## src/rtl/id_ex_register.sv

```systemverilog
// ---------------------------------------------------------------------------
// id_ex_register
//
// Pipeline register between the decode (ID) and execute (EX) stages of a
// five-stage MIPS-style pipeline. It includes load-use hazard detection and a
// bubble counter.
//
// Each rising clk edge applies the first matching case, in this order:
//   1. flush   : the instruction in decode is squashed. All Ex registers are
//                cleared and a bubble is counted.
//   2. stallId : a load-use hazard. The control registers and validEx are
//                cleared, so a bubble goes down the pipe. The data and field
//                registers keep their values. Decode holds its instruction
//                because stallId also freezes the PC and IF/ID.
//   3. load    : every Ex register captures its decode-stage input. The
//                immediate is sign-extended and validEx is set.
//
// Ports
//   clk, reset          single clock; asynchronous active-high reset
//   flush               squash decode (taken branch / jump)
//   readData1/2         register-file operands (32b)
//   immediate           instruction[15:0]
//   rs, rt, rd          instruction[25:21], [20:16], [15:11]
//   pcPlus4             PC + 4 of the decode instruction
//   *In control         regWrite, memRead, memWrite, memToReg, aluSrc,
//                       regDst (1b each), aluOp (2b)
//   *Ex outputs         registered copies of the above; immExtEx is the
//                       sign-extended immediate
//   validEx             EX holds a real instruction, not a bubble
//   stallId             combinational hold request to the PC and IF/ID
//   bubbleCount         bubbles inserted (flush or stall). It saturates.
// ---------------------------------------------------------------------------
module id_ex_register #(
  parameter int COUNT_WIDTH = 16
) (
  input  logic                   clk,
  input  logic                   reset,
  input  logic                   flush,
  input  logic [31:0]            readData1,
  input  logic [31:0]            readData2,
  input  logic [15:0]            immediate,
  input  logic [4:0]             rs,
  input  logic [4:0]             rt,
  input  logic [4:0]             rd,
  input  logic [31:0]            pcPlus4,
  input  logic                   regWriteIn,
  input  logic                   memReadIn,
  input  logic                   memWriteIn,
  input  logic                   memToRegIn,
  input  logic                   aluSrcIn,
  input  logic                   regDstIn,
  input  logic [1:0]             aluOpIn,
  output logic [31:0]            readData1Ex,
  output logic [31:0]            readData2Ex,
  output logic [31:0]            immExtEx,
  output logic [31:0]            pcPlus4Ex,
  output logic [4:0]             rsEx,
  output logic [4:0]             rtEx,
  output logic [4:0]             rdEx,
  output logic                   regWriteEx,
  output logic                   memReadEx,
  output logic                   memWriteEx,
  output logic                   memToRegEx,
  output logic                   aluSrcEx,
  output logic                   regDstEx,
  output logic [1:0]             aluOpEx,
  output logic                   validEx,
  output logic                   stallId,
  output logic [COUNT_WIDTH-1:0] bubbleCount
);

  // -------------------------------------------------------------------------
  // Load-use hazard detection
  // -------------------------------------------------------------------------
  // A load in EX whose destination (rt) is a source of the decode
  // instruction must wait one cycle. Register 0 is hard-wired to zero, so it
  // never creates a dependency. This logic uses only registered state and
  // the current inputs. During reset validEx and memReadEx are 0, so stallId
  // is 0 with no further gating.
  logic rt_nonzero;
  logic rs_match;
  logic rt_match;

  assign rt_nonzero = (rtEx != 5'd0);
  assign rs_match   = (rtEx == rs);
  assign rt_match   = (rtEx == rt);
  assign stallId    = validEx & memReadEx & rt_nonzero & (rs_match | rt_match);

  // -------------------------------------------------------------------------
  // Case selection
  // -------------------------------------------------------------------------
  // Flush takes priority. When flush and stall are both active, only one
  // bubble is counted.
  logic do_flush;
  logic do_stall;
  logic do_bubble;

  assign do_flush  = flush;
  assign do_stall  = ~flush & stallId;
  assign do_bubble = do_flush | do_stall;

  // -------------------------------------------------------------------------
  // Next-state logic
  // -------------------------------------------------------------------------
  logic [31:0]            read_data1_next;
  logic [31:0]            read_data2_next;
  logic [31:0]            imm_ext_next;
  logic [31:0]            pc_plus4_next;
  logic [4:0]             rs_next;
  logic [4:0]             rt_next;
  logic [4:0]             rd_next;
  logic                   reg_write_next;
  logic                   mem_read_next;
  logic                   mem_write_next;
  logic                   mem_to_reg_next;
  logic                   alu_src_next;
  logic                   reg_dst_next;
  logic [1:0]             alu_op_next;
  logic                   valid_next;
  logic [COUNT_WIDTH-1:0] count_next;
  logic                   count_full;

  // Data and field path. Zero on flush, hold on stall, load otherwise.
  always_comb begin
    read_data1_next = readData1;
    read_data2_next = readData2;
    imm_ext_next    = {{16{immediate[15]}}, immediate};
    pc_plus4_next   = pcPlus4;
    rs_next         = rs;
    rt_next         = rt;
    rd_next         = rd;
    if (do_flush) begin
      read_data1_next = '0;
      read_data2_next = '0;
      imm_ext_next    = '0;
      pc_plus4_next   = '0;
      rs_next         = '0;
      rt_next         = '0;
      rd_next         = '0;
    end else if (do_stall) begin
      read_data1_next = readData1Ex;
      read_data2_next = readData2Ex;
      imm_ext_next    = immExtEx;
      pc_plus4_next   = pcPlus4Ex;
      rs_next         = rsEx;
      rt_next         = rtEx;
      rd_next         = rdEx;
    end
  end

  // Control path. Any bubble clears every enable, so a bubble cannot write
  // registers or memory downstream. Clearing memReadEx also ends the stall
  // after exactly one cycle.
  always_comb begin
    reg_write_next  = regWriteIn;
    mem_read_next   = memReadIn;
    mem_write_next  = memWriteIn;
    mem_to_reg_next = memToRegIn;
    alu_src_next    = aluSrcIn;
    reg_dst_next    = regDstIn;
    alu_op_next     = aluOpIn;
    valid_next      = 1'b1;
    if (do_bubble) begin
      reg_write_next  = 1'b0;
      mem_read_next   = 1'b0;
      mem_write_next  = 1'b0;
      mem_to_reg_next = 1'b0;
      alu_src_next    = 1'b0;
      reg_dst_next    = 1'b0;
      alu_op_next     = 2'b00;
      valid_next      = 1'b0;
    end
  end

  // Bubble counter. It saturates at all-ones and does not wrap.
  assign count_full = &bubbleCount;

  always_comb begin
    count_next = bubbleCount;
    if (do_bubble && !count_full) begin
      count_next = bubbleCount + COUNT_WIDTH'(1);
    end
  end

  // -------------------------------------------------------------------------
  // State registers
  // -------------------------------------------------------------------------
  always_ff @(posedge clk or posedge reset) begin
    if (reset) begin
      readData1Ex <= '0;
      readData2Ex <= '0;
      immExtEx    <= '0;
      pcPlus4Ex   <= '0;
      rsEx        <= '0;
      rtEx        <= '0;
      rdEx        <= '0;
      regWriteEx  <= 1'b0;
      memReadEx   <= 1'b0;
      memWriteEx  <= 1'b0;
      memToRegEx  <= 1'b0;
      aluSrcEx    <= 1'b0;
      regDstEx    <= 1'b0;
      aluOpEx     <= 2'b00;
      validEx     <= 1'b0;
      bubbleCount <= '0;
    end else begin
      readData1Ex <= read_data1_next;
      readData2Ex <= read_data2_next;
      immExtEx    <= imm_ext_next;
      pcPlus4Ex   <= pc_plus4_next;
      rsEx        <= rs_next;
      rtEx        <= rt_next;
      rdEx        <= rd_next;
      regWriteEx  <= reg_write_next;
      memReadEx   <= mem_read_next;
      memWriteEx  <= mem_write_next;
      memToRegEx  <= mem_to_reg_next;
      aluSrcEx    <= alu_src_next;
      regDstEx    <= reg_dst_next;
      aluOpEx     <= alu_op_next;
      validEx     <= valid_next;
      bubbleCount <= count_next;
    end
  end

endmodule

```

## config.mk

```make
export PLATFORM = sky130hd
export DESIGN_NAME = id_ex_register
export DESIGN_NICKNAME = d
export VERILOG_FILES = /design/src/rtl/id_ex_register.sv
export SDC_FILE = /design/constraint.sdc
export NUM_CORES = 1
export LEC_CHECK = 0
export ABC_AREA = 1
export BUFFER_PORTS_ARGS = -buffer_cell sky130_fd_sc_hd__buf_2
export CAP_MARGIN = 20
export CORE_ASPECT_RATIO = 1.2
export CORE_MARGIN = 3
export CORE_UTILIZATION = 35
export DETAILED_ROUTE_END_ITERATION = 6
export PLACE_DENSITY = 0.7
export SYNTH_ARGS = -nofsm -noshare
export SYNTH_HDL_FRONTEND = slang
export SYNTH_SLANG_ARGS = --single-unit
```

## constraint.sdc

```tcl
create_clock -name clk -period 6 [get_ports clk]
set_clock_uncertainty 0.05 [all_clocks]
set_input_delay 0.3 -clock clk [delete_from_list [all_inputs] [get_ports clk]]
set_output_delay 0.3 -clock clk [all_outputs]
set_load 0.02 [all_outputs]
```

==> results of run 1 <==
-- per-stage QoR --
| step | cells | instance area (µm²) |
|---|---|---|
| global placement | 1243 | 7910 |
| global route | 1281 | 8590 |
| floorplan | 760 | 6430 |
| finish | 1281 | 8590 |
| detailed placement | 1243 | 7910 |
| CTS | 1276 | 8530 |
-- cells by family after synthesis --
kind of cell / Yosys count
adder cells (fa/ha/maj): 1
flip-flops: 152
AND/OR/NAND/NOR: 503
XOR/XNOR: 14
buffers and inverters: 83
AO/OA/AOI/OAI: 7
-- routing by layer --
layer  routed length, µm  track usage  vias up
met4                 447       0.0639        0
li1                    -            -     2858
met2                8760        0.284      212
met5                   0            0        -
met3                1420       0.0615       32
met1                7160        0.209     2645
-- layout make-up --
cell class,instances,area (µm²),area share
sequential,152,3800,0.443
multi-input combinational,525,2130,0.247
timing repair buffer,315,1630,0.190
clock buffer,18,429,0.0499
tap,220,275,0.0320
clock inverter,14,186,0.0217
inverter,36,141,0.0165
antenna,1,2.50,0.000291
-- power by group --
part,internal [W],leakage [nW],switching (W)
registers,0.00109,1.97,0.0000461
clock network,0.000665,0.288,0.000446
logic,0.000120,2.90,0.000224
-- flip-flops by register name, indices dropped and copies added, names as in the netlist --
signal	cells
aluOpEx	2
aluSrcEx	1
bubbleCount	16
immExtEx	16
memReadEx	1
memToRegEx	1
memWriteEx	1
pcPlus4Ex	32
rdEx	5
readData1Ex	32
readData2Ex	32
regDstEx	1
regWriteEx	1
rsEx	5
rtEx	5
validEx	1
-- worst max-delay path, stage by stage (launching register included) --
cell and delay (ps):
dfrtp_1 430, inv_1 90, nand2_1 60, nand2_1 50, nor2_1 130, nand3_1 90, nand2_1 80, nand2_2 80
nand2_2 460, clkinv_2 630, buf_4 600, nand2_1 150, nand2_1 60
-- cell usage after synthesis --
cell type  number  area, µm²
nand3_1        26        130
buf_4          17        128
nor2_4          1       11.3
inv_2           2       7.51
buf_2          15       75.1
nor3_1          9       45.0
xor2_1         10       87.6
xnor2_1         4       35.0
dfrtp_1       152       3800
nor2_1         20       75.1
clkbuf_1        1       3.75
buf_6          14        158
ha_1            1       12.5
nor2_2          1       6.26
inv_1          34        128
nand2_2         4       25.0
o21ai_0         7       35.0
nand4_1         2       12.5
nand2_1       440       1650
-- worst max path at each step --
stage | startpoint | depth (start not counted) | slack (ps) | endpoint
5_1_grt | rtEx[3]$_DFFE_PP0P_ | 12 | 2420 | pcPlus4Ex[29]$_DFFE_PP0P_
2_1_floorplan | reset | 1 | 1560 | aluOpEx[0]$_DFF_PP0_
3_5_place_dp | rtEx[4]$_DFFE_PP0P_ | 12 | 2840 | readData2Ex[2]$_DFFE_PP0P_
6_report | rtEx[3]$_DFFE_PP0P_ | 12 | 2850 | readData2Ex[10]$_DFFE_PP0P_
4_1_cts | rtEx[4]$_DFFE_PP0P_ | 12 | 2830 | immExtEx[7]$_DFFE_PP0P_
3_3_place_gp | rtEx[4]$_DFFE_PP0P_ | 12 | 2850 | readData2Ex[2]$_DFFE_PP0P_
-- cell usage in the layout, fill, tap and decap left out, drive strengths merged --
| cell | Yosys | routed |
|---|---|---|
| xor2 | 10 | 10 |
| o21ai | 7 | 7 |
| bufinv | 0 | 3 |
| nand2 | 444 | 444 |
| nor2 | 22 | 22 |
| dlygate4sd3 | 0 | 4 |
| inv | 36 | 40 |
| nand3 | 26 | 26 |
| clkbuf | 1 | 18 |
| dfrtp | 152 | 152 |
| clkinv | 0 | 3 |
| diode | 0 | 1 |
| nand4 | 2 | 2 |
| xnor2 | 4 | 4 |
| nor3 | 9 | 9 |
| clkinvlp | 0 | 4 |
| ha | 1 | 1 |
| buf | 46 | 311 |
-- timing repair --
action	CTS	global route
hold buffers	1	3
endpoints found under the hold margin	73	3
endpoints found under the setup margin	0	0
==> metrics.md, run 1 <==
| Metric | Value |
|---|---|
| Total CTS buffers | `17` |
| Maximum VDD drop | `0.000173 V` |
| Overall power | `0.00259 W` |
| Final GP Congestion | `0.842` |
| CTS tree | `built` |
| Worst reg-to-reg path cell count | `12` |
| Root cell of the clock tree | `clkbuf_16` |
| HP Start | `pcPlus4[2]` |
| Core Area | `17800 µm²` |
| Worst-Skew Late Latency | `420 ps` |
| Share of cells above drive strength 1 | `0.331` |
| Number of H-tree levels | `4` |
| Mapped Area | `6430 µm²` |
| Post-synthesis adder-cell area fraction | `0.00195` |
| Cell Rows | `53` |
| Register area share after synthesis | `0.592` |
| Post-synthesis xor/xnor area fraction | `0.0191` |
| Die area | `20000 µm²` |
| Pre-CTS setup slack | `2840 ps` |
| Fmax | `317 MHz` |
| First-pass GRT wire length | `27.3 mm` |
| Least-Margin Pin Slew | `836 ps` |
| Synth Area per Inst | `8.46 µm²` |
| IO Count | `307` |
| Crit path kind | `reg -> reg` |
| Final min period | `3150 ps` |
| Startpoint Class | `flop` |
| RSZ-0062 raised after global routing | `false` |
| Worst-path fanout max | `82` |
| Area growth syn-to-layout | `33.7%` |
| FF+latch count, synth | `152` |
| Starting DRT DRC Count | `302` |
| Clock buffer depth | `2` |
| Final Cycle Share | `0.525` |
| Syn. warnings | `0` |
| Post_cts resized | `0` |
| Critical register-to-register path startpoint | `rtEx[3]$_DFFE_PP0P_` |
| Post-synthesis mux area share | `0` |
| Final setup fails | `0` |
| Worst hold slack | `23.3 ps` |
| Setup_tns | `0 ps` |
| Die height | `154 µm` |
| Detailed Route WL | `17.8 mm` |
| Reg-to-Reg End | `readData2Ex[10]$_DFFE_PP0P_` |
| ANT nets after route | `0` |
| Die Width | `130 µm` |
| Worst hold path type | `in -> reg` |
| Simple-gate area share of the yosys netlist | `0.304` |
| Number of global-route vias before repair | `5295` |
| WP data arrival | `3400 ps` |
| Net Count, Synth | `899` |
| Final WS setup | `2850 ps` |
| Gr ovfl total | `0` |
| Clock transition at the registers of the reported paths | `70 ps` |
| Fin util | `0.484` |
| Final hold violation count | `0` |
| Clk sink count | `152` |
| First-pass detailed-route iteration total | `5` |
| Main combinational cell family by area after synthesis | `simple AND/OR/NAND/NOR gates` |
| Largest net degree at the start of global routing | `83` |
| Distinct cell type count after synthesis | `19` |
| Slew HR | `0.443` |
| Hold endpoint | `pcPlus4Ex[2]$_DFFE_PP0P_` |
| Starting density of the core | `0.362` |
| IO buf count | `306` |
| DR DRC count | `0` |
| Nets | `1186` |
| Leak pwr | `5.16 nW` |
| WP data required | `6250 ps` |
| Fillcell total | `1757` |
| Worst Setup End Kind | `flop` |
| Cell count after synthesis | `760` |
| Outcome | `completed` |
| Vias | `5747` |
| Max Transition Viols Final | `0` |
| Vias per inst | `4.49` |
| Synth Area in Compound Gates | `0.00545` |
| Post-CTS Setup Inserts | `0` |
| R2R setup slack | `2850 ps` |
| Max Cap Violations | `0` |
| Hold Path Depth | `3` |
| WL per Instance | `13.9 µm` |
| Power per cell area | `301 nW/µm²` |
| Total track usage | `0.173` |
| Post-DP HPWL | `12.8 mm` |
| Initial antenna violation count | `1` |
Note: power is estimated with default switching activity, not from simulation.
==> inputs of run 2 (changes only) <==
--- a/config.mk
+++ b/config.mk
@@ -5,14 +5,14 @@
 export SDC_FILE = /design/constraint.sdc
 export NUM_CORES = 1
 export LEC_CHECK = 0
-export ABC_AREA = 1
+export ABC_AREA = 0
 export BUFFER_PORTS_ARGS = -buffer_cell sky130_fd_sc_hd__buf_2
 export CAP_MARGIN = 20
 export CORE_ASPECT_RATIO = 1.2
 export CORE_MARGIN = 3
 export CORE_UTILIZATION = 35
 export DETAILED_ROUTE_END_ITERATION = 6
-export PLACE_DENSITY = 0.7
+export PLACE_DENSITY = 0.73
 export SYNTH_ARGS = -nofsm -noshare
 export SYNTH_HDL_FRONTEND = slang
 export SYNTH_SLANG_ARGS = --single-unit
==> constraint.sdc (replaced) <==
create_clock -name clk -period 2.6 [get_ports clk]
set_clock_uncertainty 0.05 [all_clocks]
set_input_delay 0.13 -clock clk [delete_from_list [all_inputs] [get_ports clk]]
set_output_delay 0.13 -clock clk [all_outputs]
set_load 0.02 [all_outputs]
==> run 2 against run 1 <==
- critical path depth fell by 6
- utilization rose by 7.5 points
- die area fell by 2.2%
- largest cell class unchanged
- largest power group unchanged
- highest routed layer unchanged
==> metrics.md, run 2 <==
| Metric | Value |
|---|---|
| Outcome | `completed` |
| Fmax | `421 MHz` |
| Multi-input gate area | `2110 µm² (-0.71%)` |
| Origin of the worst setup path | `rtEx[4]$_DFFE_PP0P_` |
| Worst reg-to-reg path cell count | `7 (-5)` |
| Number of global-route vias before repair | `6534 (+23%)` |
| Share of cells above drive strength 1 | `0.323 (-0.00814)` |
| WL per Instance | `15.4 µm (+11%)` |
| Post-synth top area share | `0.605 (+0.0138)` |
| Hold endpoint | `rsEx[4]$_DFFE_PP0P_` |
| Maximum VDD drop | `0.000369 V (+110%)` |
| Area occupied by registers | `3800 µm² (unchanged)` |
| Register area share after synthesis | `0.605 (+0.0138)` |
| ANT nets after route | `0 (unchanged)` |
| Net Count, Synth | `813 (-9.6%)` |
| Final Cycle Share | `0.913` |
| Worst-path fanout max | `54 (-34%)` |
| IO Count | `307 (unchanged)` |
| CTS tree | `built` |
| Startpoint Class | `flop` |
| Gr ovfl total | `0 (unchanged)` |
| Total CTS buffers | `17 (unchanged)` |
| Synth Area per Inst | `9.32 µm² (+10%)` |
| Top Family by Delay on Critical Path | `buffers and inverters` |
| Initial antenna violation count | `1 (unchanged)` |
| Least-Margin Pin Slew | `641 ps (-195 ps)` |
| Distinct cell type count after synthesis | `28 (+9)` |
| Total track usage | `0.204 (+0.0310)` |
| Worst Setup End Kind | `output pin` |
| Core Area | `17600 µm² (-1.1%)` |
| Worst hold path type | `in -> reg` |
| Worst-Skew Late Latency | `410 ps (about the same)` |
| Flop pwr share | `0.428 (-0.010)` |
| Worst path max stage delay | `440 ps (-190 ps)` |
| Post-CTS Setup Inserts | `0 (unchanged)` |
| Area growth syn-to-layout | `56.3%` |
| Max Transition Viols Final | `0 (unchanged)` |
| Synth top cells by count | `259 x nand2_1, 152 x dfrtp_1, 130 x a21oi_1` |
| Area leader, netlist | `dfrtp_1` |
| Cell Rows | `53 (unchanged)` |
| Switching pwr | `0.00178 W (+150%)` |
| Sw Share | `0.285 (+0.00813)` |
| Detailed Route WL | `20.3 mm (+14%)` |
| Commonest non-fill, non-tap cells in the layout | `305 x buf_2, 258 x nand2_1, 152 x dfrtp_1` |
| Post-synthesis async set-or-reset flop share | `1.00 (unchanged)` |
| Power share of the clock group | `0.400 (-0.029)` |
| First-pass detailed-route iteration total | `4 (-1)` |
| Number of H-tree levels | `4 (unchanged)` |
| Primary FF master, synth | `dfrtp_1` |
| R2R setup slack | `290 ps (-2560 ps)` |
| DR DRC count | `0 (unchanged)` |
| Final GP Congestion | `0.797 (-5.3%)` |
| Max Cap Violations | `0 (unchanged)` |
| Largest net degree at the start of global routing | `121 (+46%)` |
| Mapped Area | `6280 µm² (-2.3%)` |
| Root cell of the clock tree | `clkbuf_16` |
| Fillcell total | `1479 (-16%)` |
| Syn. warnings | `0 (unchanged)` |
| Slew HR | `0.573 (+0.130)` |
| WP data required | `2420 ps (-3830 ps)` |
| Clk sink count | `152 (unchanged)` |
| Crit-path cells | `xnor2_1 > nand3_1 > o22ai_1 > nand2_4 > inv_6 > buf_2` |
| FF+latch count, synth | `152 (unchanged)` |
| IO buf count | `306 (unchanged)` |
| Leading cell type in the layout, fill and taps excluded | `buf_2` |
| Die area | `19600 µm² (-2.2%)` |
| Vias | `6280 (+9.3%)` |
| Starting DRT DRC Count | `265 (-12%)` |
| Final setup fails | `0 (unchanged)` |
| HP Start | `flush` |
| Cell count after synthesis | `674 (-11%)` |
| RSZ-0062 raised after global routing | `false` |
| Final min period | `2380 ps` |
| Starting density of the core | `0.358 (-0.00423)` |
| Hold Path Depth | `2 (-1)` |
| Critical register-to-register path startpoint | `rtEx[4]$_DFFE_PP0P_` |
| Setup_tns | `0 ps (unchanged)` |
| Crit path kind | `reg -> out` |
| Clock transition at the registers of the reported paths | `60 ps (about the same)` |
| Synth area leaders | `dfrtp_1 61%, nand2_1 15%, a21oi_1 10%, xnor2_1 2.8%, buf_4 2.0%` |
| Post-DP HPWL | `12.3 mm (-3.6%)` |
| Die Width | `128 µm (-1.1%)` |
| Power per cell area | `636 nW/µm² (+110%)` |
| Overall power | `0.00624 W (+140%)` |
| Nets | `1222 (+3.0%)` |
| Clock buffer depth | `2 (unchanged)` |
| EDFF count, synth | `0 (unchanged)` |
| Die height | `153 µm (-1.1%)` |
| Vias per inst | `4.77 (+6.3%)` |
| Leak pwr | `5.14 nW (-0.29%)` |
| Reg-to-Reg End | `bubbleCount[1]$_DFFE_PP0P_` |
| Worst path slowest cell | `dfrtp_1` |
| Number of buffer and inverter stages on the critical path | `2 (-1)` |
| First-pass GRT wire length | `32.6 mm (+20%)` |
| Final hold violation count | `0 (unchanged)` |
| Top-count cell post-synth | `nand2_1` |
| Combinational share of power | `0.172 (+0.039)` |
| WP data arrival | `2200 ps (-1200 ps)` |
| P_int | `0.00446 W (+140%)` |
| Largest regs | `pcPlus4Ex: 32 flops, readData1Ex: 32 flops, readData2Ex: 32 flops` |
[run 2: changes by cell type after synthesis, moves of 7 or more]
cell,change
clkbuf_1,+16
o21ai_0,-7
inv_1,-30
and2_1,+8
buf_6,-9
nand2_1,-181
xnor2_1,+16
xor2_1,-9
nor2_1,-16
nand3_1,-16
a21oi_1,+130
[run 2: metrics by stage]
stage               worst slack (ps)  std cells  hold slack [ps]   util  cell area [µm²]
global placement                 245       1148              256  0.447             7850
global route                    98.1       1317              101  0.559             9820
floorplan                        503        674              209      -             6290
finish                           225       1317             92.6  0.559             9820
CTS                             63.3       1316             83.6  0.559             9820
detailed placement               140       1148              267  0.447             7850
[run 2: what timing repair did]
item                                   CTS  global route
resized for setup                        0             2
hold buffers                           136             0
endpoints found under the hold margin  287             0
setup endpoints to repair                0             2
[run 2: cells by family after synthesis]
group / Yosys count / synth area share
and+or+nand+nor: 296 / 0.188
DFF: 152 / 0.605
AOI/OAI and AO/OA: 138 / 0.113
buffers and inverters: 65 / 0.0599
xor gates and xnor gates: 21 / 0.0293
muxes: 1 / 0.00239
adders and majority gates: 1 / 0.00199
[run 2: layer usage]
metal	global-route usage	routed length, µm
met1	0.233	7550
met4	0.0683	454
met2	0.368	10700
met3	0.0508	1560
met5	0	0
[run 2: layout make-up]
cell class	instances	area share
tap	220	0.0280
sequential	152	0.387
clock inverter	14	0.0167
inverter	5	0.00331
timing repair buffer	450	0.305
clock buffer	18	0.0447
multi-input combinational	457	0.215
antenna	1	0.000255
[run 2: how the worst max path moves through the flow]
stage | to | slack, ps | cells after the start
after global routing | stallId | 100 | 6
after floorplan | aluOpEx[0]$_DFF_PP0_ | 500 | 1
after CTS | stallId | 60 | 6
final | stallId | 220 | 6
after detailed placement | bubbleCount[1]$_DFFE_PP0P_ | 140 | 7
after global placement | bubbleCount[1]$_DFFE_PP0P_ | 240 | 7
[run 2: power by group through the flow]
stage | Combinational [W] | Clock (W) | Sequential [W]
after floorplan | 0.000336 | 0 | 0.00290
after global placement | 0.000897 | 0 | 0.00270
after detailed placement | 0.000910 | 0 | 0.00271
after CTS | 0.00107 | 0.00258 | 0.00267
after global routing | 0.00116 | 0.00267 | 0.00270
final | 0.00107 | 0.00250 | 0.00267
==> inputs of run 3 (changes only) <==
--- a/config.mk
+++ b/config.mk
@@ -11,6 +11,7 @@
 export CORE_ASPECT_RATIO = 1.2
 export CORE_MARGIN = 3
 export CORE_UTILIZATION = 35
+export CTS_BUF_LIST = sky130_fd_sc_hd__clkbuf_4 sky130_fd_sc_hd__clkbuf_8
 export DETAILED_ROUTE_END_ITERATION = 6
 export PLACE_DENSITY = 0.73
 export SYNTH_ARGS = -nofsm -noshare
==> run 3 against run 2 <==
- count of clock-buffer cells in the layout unchanged
- clock power down 26%
- largest power group unchanged
- critical endpoint unchanged
- sequential cell count unchanged
==> metrics.md, run 3 (same netlist as run 2, synthesis figures left out) <==
| Metric | Value |
|---|---|
| Crit path kind | `reg -> out` |
| Crit-path cells | `xnor2_1 > nand3_1 > o22ai_1 > nand2_4 > inv_6 > buf_2` |
| CTS tree | `built` |
| DR DRC count | `0 (unchanged)` |
| Die area | `19600 µm² (unchanged)` |
| Setup_tns | `0 ps (unchanged)` |
| Final Cycle Share | `0.926 (+0.0127)` |
| IO buf count | `306 (unchanged)` |
| Flop pwr share | `0.478 (+0.050)` |
| Starting DRT DRC Count | `342 (+29%)` |
| Startpoint Class | `flop` |
| Area occupied by registers | `3800 µm² (unchanged)` |
| Switching pwr | `0.00169 W (-4.9%)` |
| Power share of the clock group | `0.331 (-0.069)` |
| Core Area | `17600 µm² (unchanged)` |
| Leading cell type in the layout, fill and taps excluded | `buf_2` |
| Share of cells above drive strength 1 | `0.323 (unchanged)` |
| Worst Setup End Kind | `output pin` |
| Overall power | `0.00559 W (-10%)` |
| Worst path max stage delay | `450 ps (about the same)` |
| Starting density of the core | `0.358 (unchanged)` |
| Number of buffer and inverter stages on the critical path | `2 (unchanged)` |
| Number of H-tree levels | `4 (unchanged)` |
| WP data required | `2420 ps (about the same)` |
| Final min period | `2410 ps (+33.0 ps)` |
| Post-DP HPWL | `12.3 mm (unchanged)` |
| Top Family by Delay on Critical Path | `buffers and inverters` |
| Leak pwr | `5.06 nW (-1.7%)` |
| Total track usage | `0.205 (+0.000278)` |
| Largest regs | `pcPlus4Ex: 32 flops, readData1Ex: 32 flops, readData2Ex: 32 flops` |
| Detailed Route WL | `20.4 mm (+0.45%)` |
| Worst hold path type | `in -> reg` |
| Worst path slowest cell | `dfrtp_1` |
| Die Width | `128 µm (unchanged)` |
| WP data arrival | `2230 ps (+30 ps)` |
| Area growth syn-to-layout | `53.3%` |
| Sw Share | `0.303 (+0.0178)` |
| IO Count | `307 (unchanged)` |
| Clock transition at the registers of the reported paths | `90 ps (+30 ps)` |
| Vias | `6323 (+0.68%)` |
| Nets | `1222 (unchanged)` |
| Clock buffer depth | `2 (unchanged)` |
| Die height | `153 µm (unchanged)` |
| Final WS setup | `192 ps (-33.0 ps)` |
| Maximum VDD drop | `0.000366 V (-0.82%)` |
| Worst hold slack | `69.2 ps (-23.4 ps)` |
| Final hold violation count | `0 (unchanged)` |
| Slew HR | `0.583 (+0.0103)` |
| Post-CTS Setup Inserts | `0 (unchanged)` |
| First-pass GRT wire length | `32.7 mm (about the same)` |
| Power per cell area | `581 nW/µm² (-8.7%)` |
| Final GP Congestion | `0.797 (unchanged)` |
| Commonest non-fill, non-tap cells in the layout | `305 x buf_2, 258 x nand2_1, 152 x dfrtp_1` |
| WL per Instance | `15.5 µm (+0.45%)` |
| Vias per inst | `4.80 (+0.68%)` |
| Clk sink count | `152 (unchanged)` |
| Max Transition Viols Final | `0 (unchanged)` |
| Largest net degree at the start of global routing | `121 (unchanged)` |
| Initial antenna violation count | `1 (unchanged)` |
| Cell Rows | `53 (unchanged)` |
| RSZ-0062 raised after global routing | `false` |
| Worst-path fanout max | `54 (unchanged)` |
| Least-Margin Pin Slew | `626 ps (-15.4 ps)` |
| P_int | `0.00390 W (-13%)` |
| Pre-CTS setup slack | `140 ps (unchanged)` |
| Max Cap Violations | `0 (unchanged)` |
| Final setup fails | `0 (unchanged)` |
| Worst-Skew Late Latency | `430 ps (+20 ps)` |
| Gr ovfl total | `0 (unchanged)` |
| Combinational share of power | `0.192 (+0.020)` |
| Placed insts | `1148 (unchanged)` |
| Number of global-route vias before repair | `6559 (+0.38%)` |
| Non-Filler Instances | `1317 (unchanged)` |
| Fmax | `415 MHz (-1.4%)` |
| Total CTS buffers | `17 (unchanged)` |
| Fillcell total | `1508 (+2.0%)` |
| Outcome | `completed` |
| First-pass detailed-route iteration total | `5 (+1)` |
| Root cell of the clock tree | `clkbuf_8` |
| Multi-input gate area | `2110 µm² (unchanged)` |
| ANT nets after route | `0 (unchanged)` |
## run 3: cell counts in the layout (fill, tap and decap cells not counted)
Identical to the previous run, type by type.
## run 3: power by group through the flow
stage | sequential [W] | clock [W] | combinational [W]
4_1_cts | 0.00267 | 0.00194 | 0.00107
5_1_grt | 0.00270 | 0.00202 | 0.00116
2_1_floorplan | 0.00290 | 0 | 0.000336
6_report | 0.00267 | 0.00185 | 0.00107
3_5_place_dp | 0.00271 | 0 | 0.000910
3_3_place_gp | 0.00270 | 0 | 0.000897
## run 3: worst register-to-register path, stage by stage (launching register included)
cell	delay, ps
dfrtp_1	450
xnor2_1	200
nand3_1	90
o22ai_1	320
a21o_2	420
clkinv_4	150
nor2_2	210
mux2_4	310
## run 3: path summary, 6_finish.rpt
path / cells past startpoint / end / slack (ps) / start
min in group asynchronous: 4 / pcPlus4Ex[11]$_DFFE_PP0P_ / 360 / reset
max in group asynchronous: 4 / bubbleCount[13]$_DFFE_PP0P_ / 1620 / reset
worst max-delay path: 6 / stallId / 190 / rtEx[4]$_DFFE_PP0P_
worst min register to register: 1 / bubbleCount[9]$_DFFE_PP0P_ / 450 / bubbleCount[9]$_DFFE_PP0P_
worst max register to register: 7 / bubbleCount[1]$_DFFE_PP0P_ / 280 / rtEx[4]$_DFFE_PP0P_
worst min-delay path: 2 / rsEx[4]$_DFFE_PP0P_ / 70 / flush
## run 3: stage by stage
step	utilization	area [µm²]
3_3_place_gp	0.447	7850
3_5_place_dp	0.447	7850
6_report	0.548	9630
4_1_cts	0.548	9620
5_1_grt	0.548	9630
2_1_floorplan	-	6290
## run 3: layer usage
layer	vias up	global-route usage	part of all wire
met3	41	0.0550	0.076
met5	-	0	0
met4	0	0.0693	0.022
li1	2978	-	-
met2	278	0.368	0.53
met1	3026	0.231	0.37
## run 3: layout make-up
| class | instances | area share |
|---|---|---|
| multi-input combinational | 457 | 0.219 |
| tap | 220 | 0.0286 |
| inverter | 5 | 0.00338 |
| antenna | 1 | 0.000260 |
| clock inverter | 14 | 0.0170 |
| timing repair buffer | 450 | 0.311 |
| sequential | 152 | 0.395 |
| clock buffer | 18 | 0.0257 |
## run 3: what timing repair did
item,CTS,global route
hold buffers,136,0
hold endpoints to repair,287,0
gates resized for setup,0,2
endpoints found under the setup margin,0,2
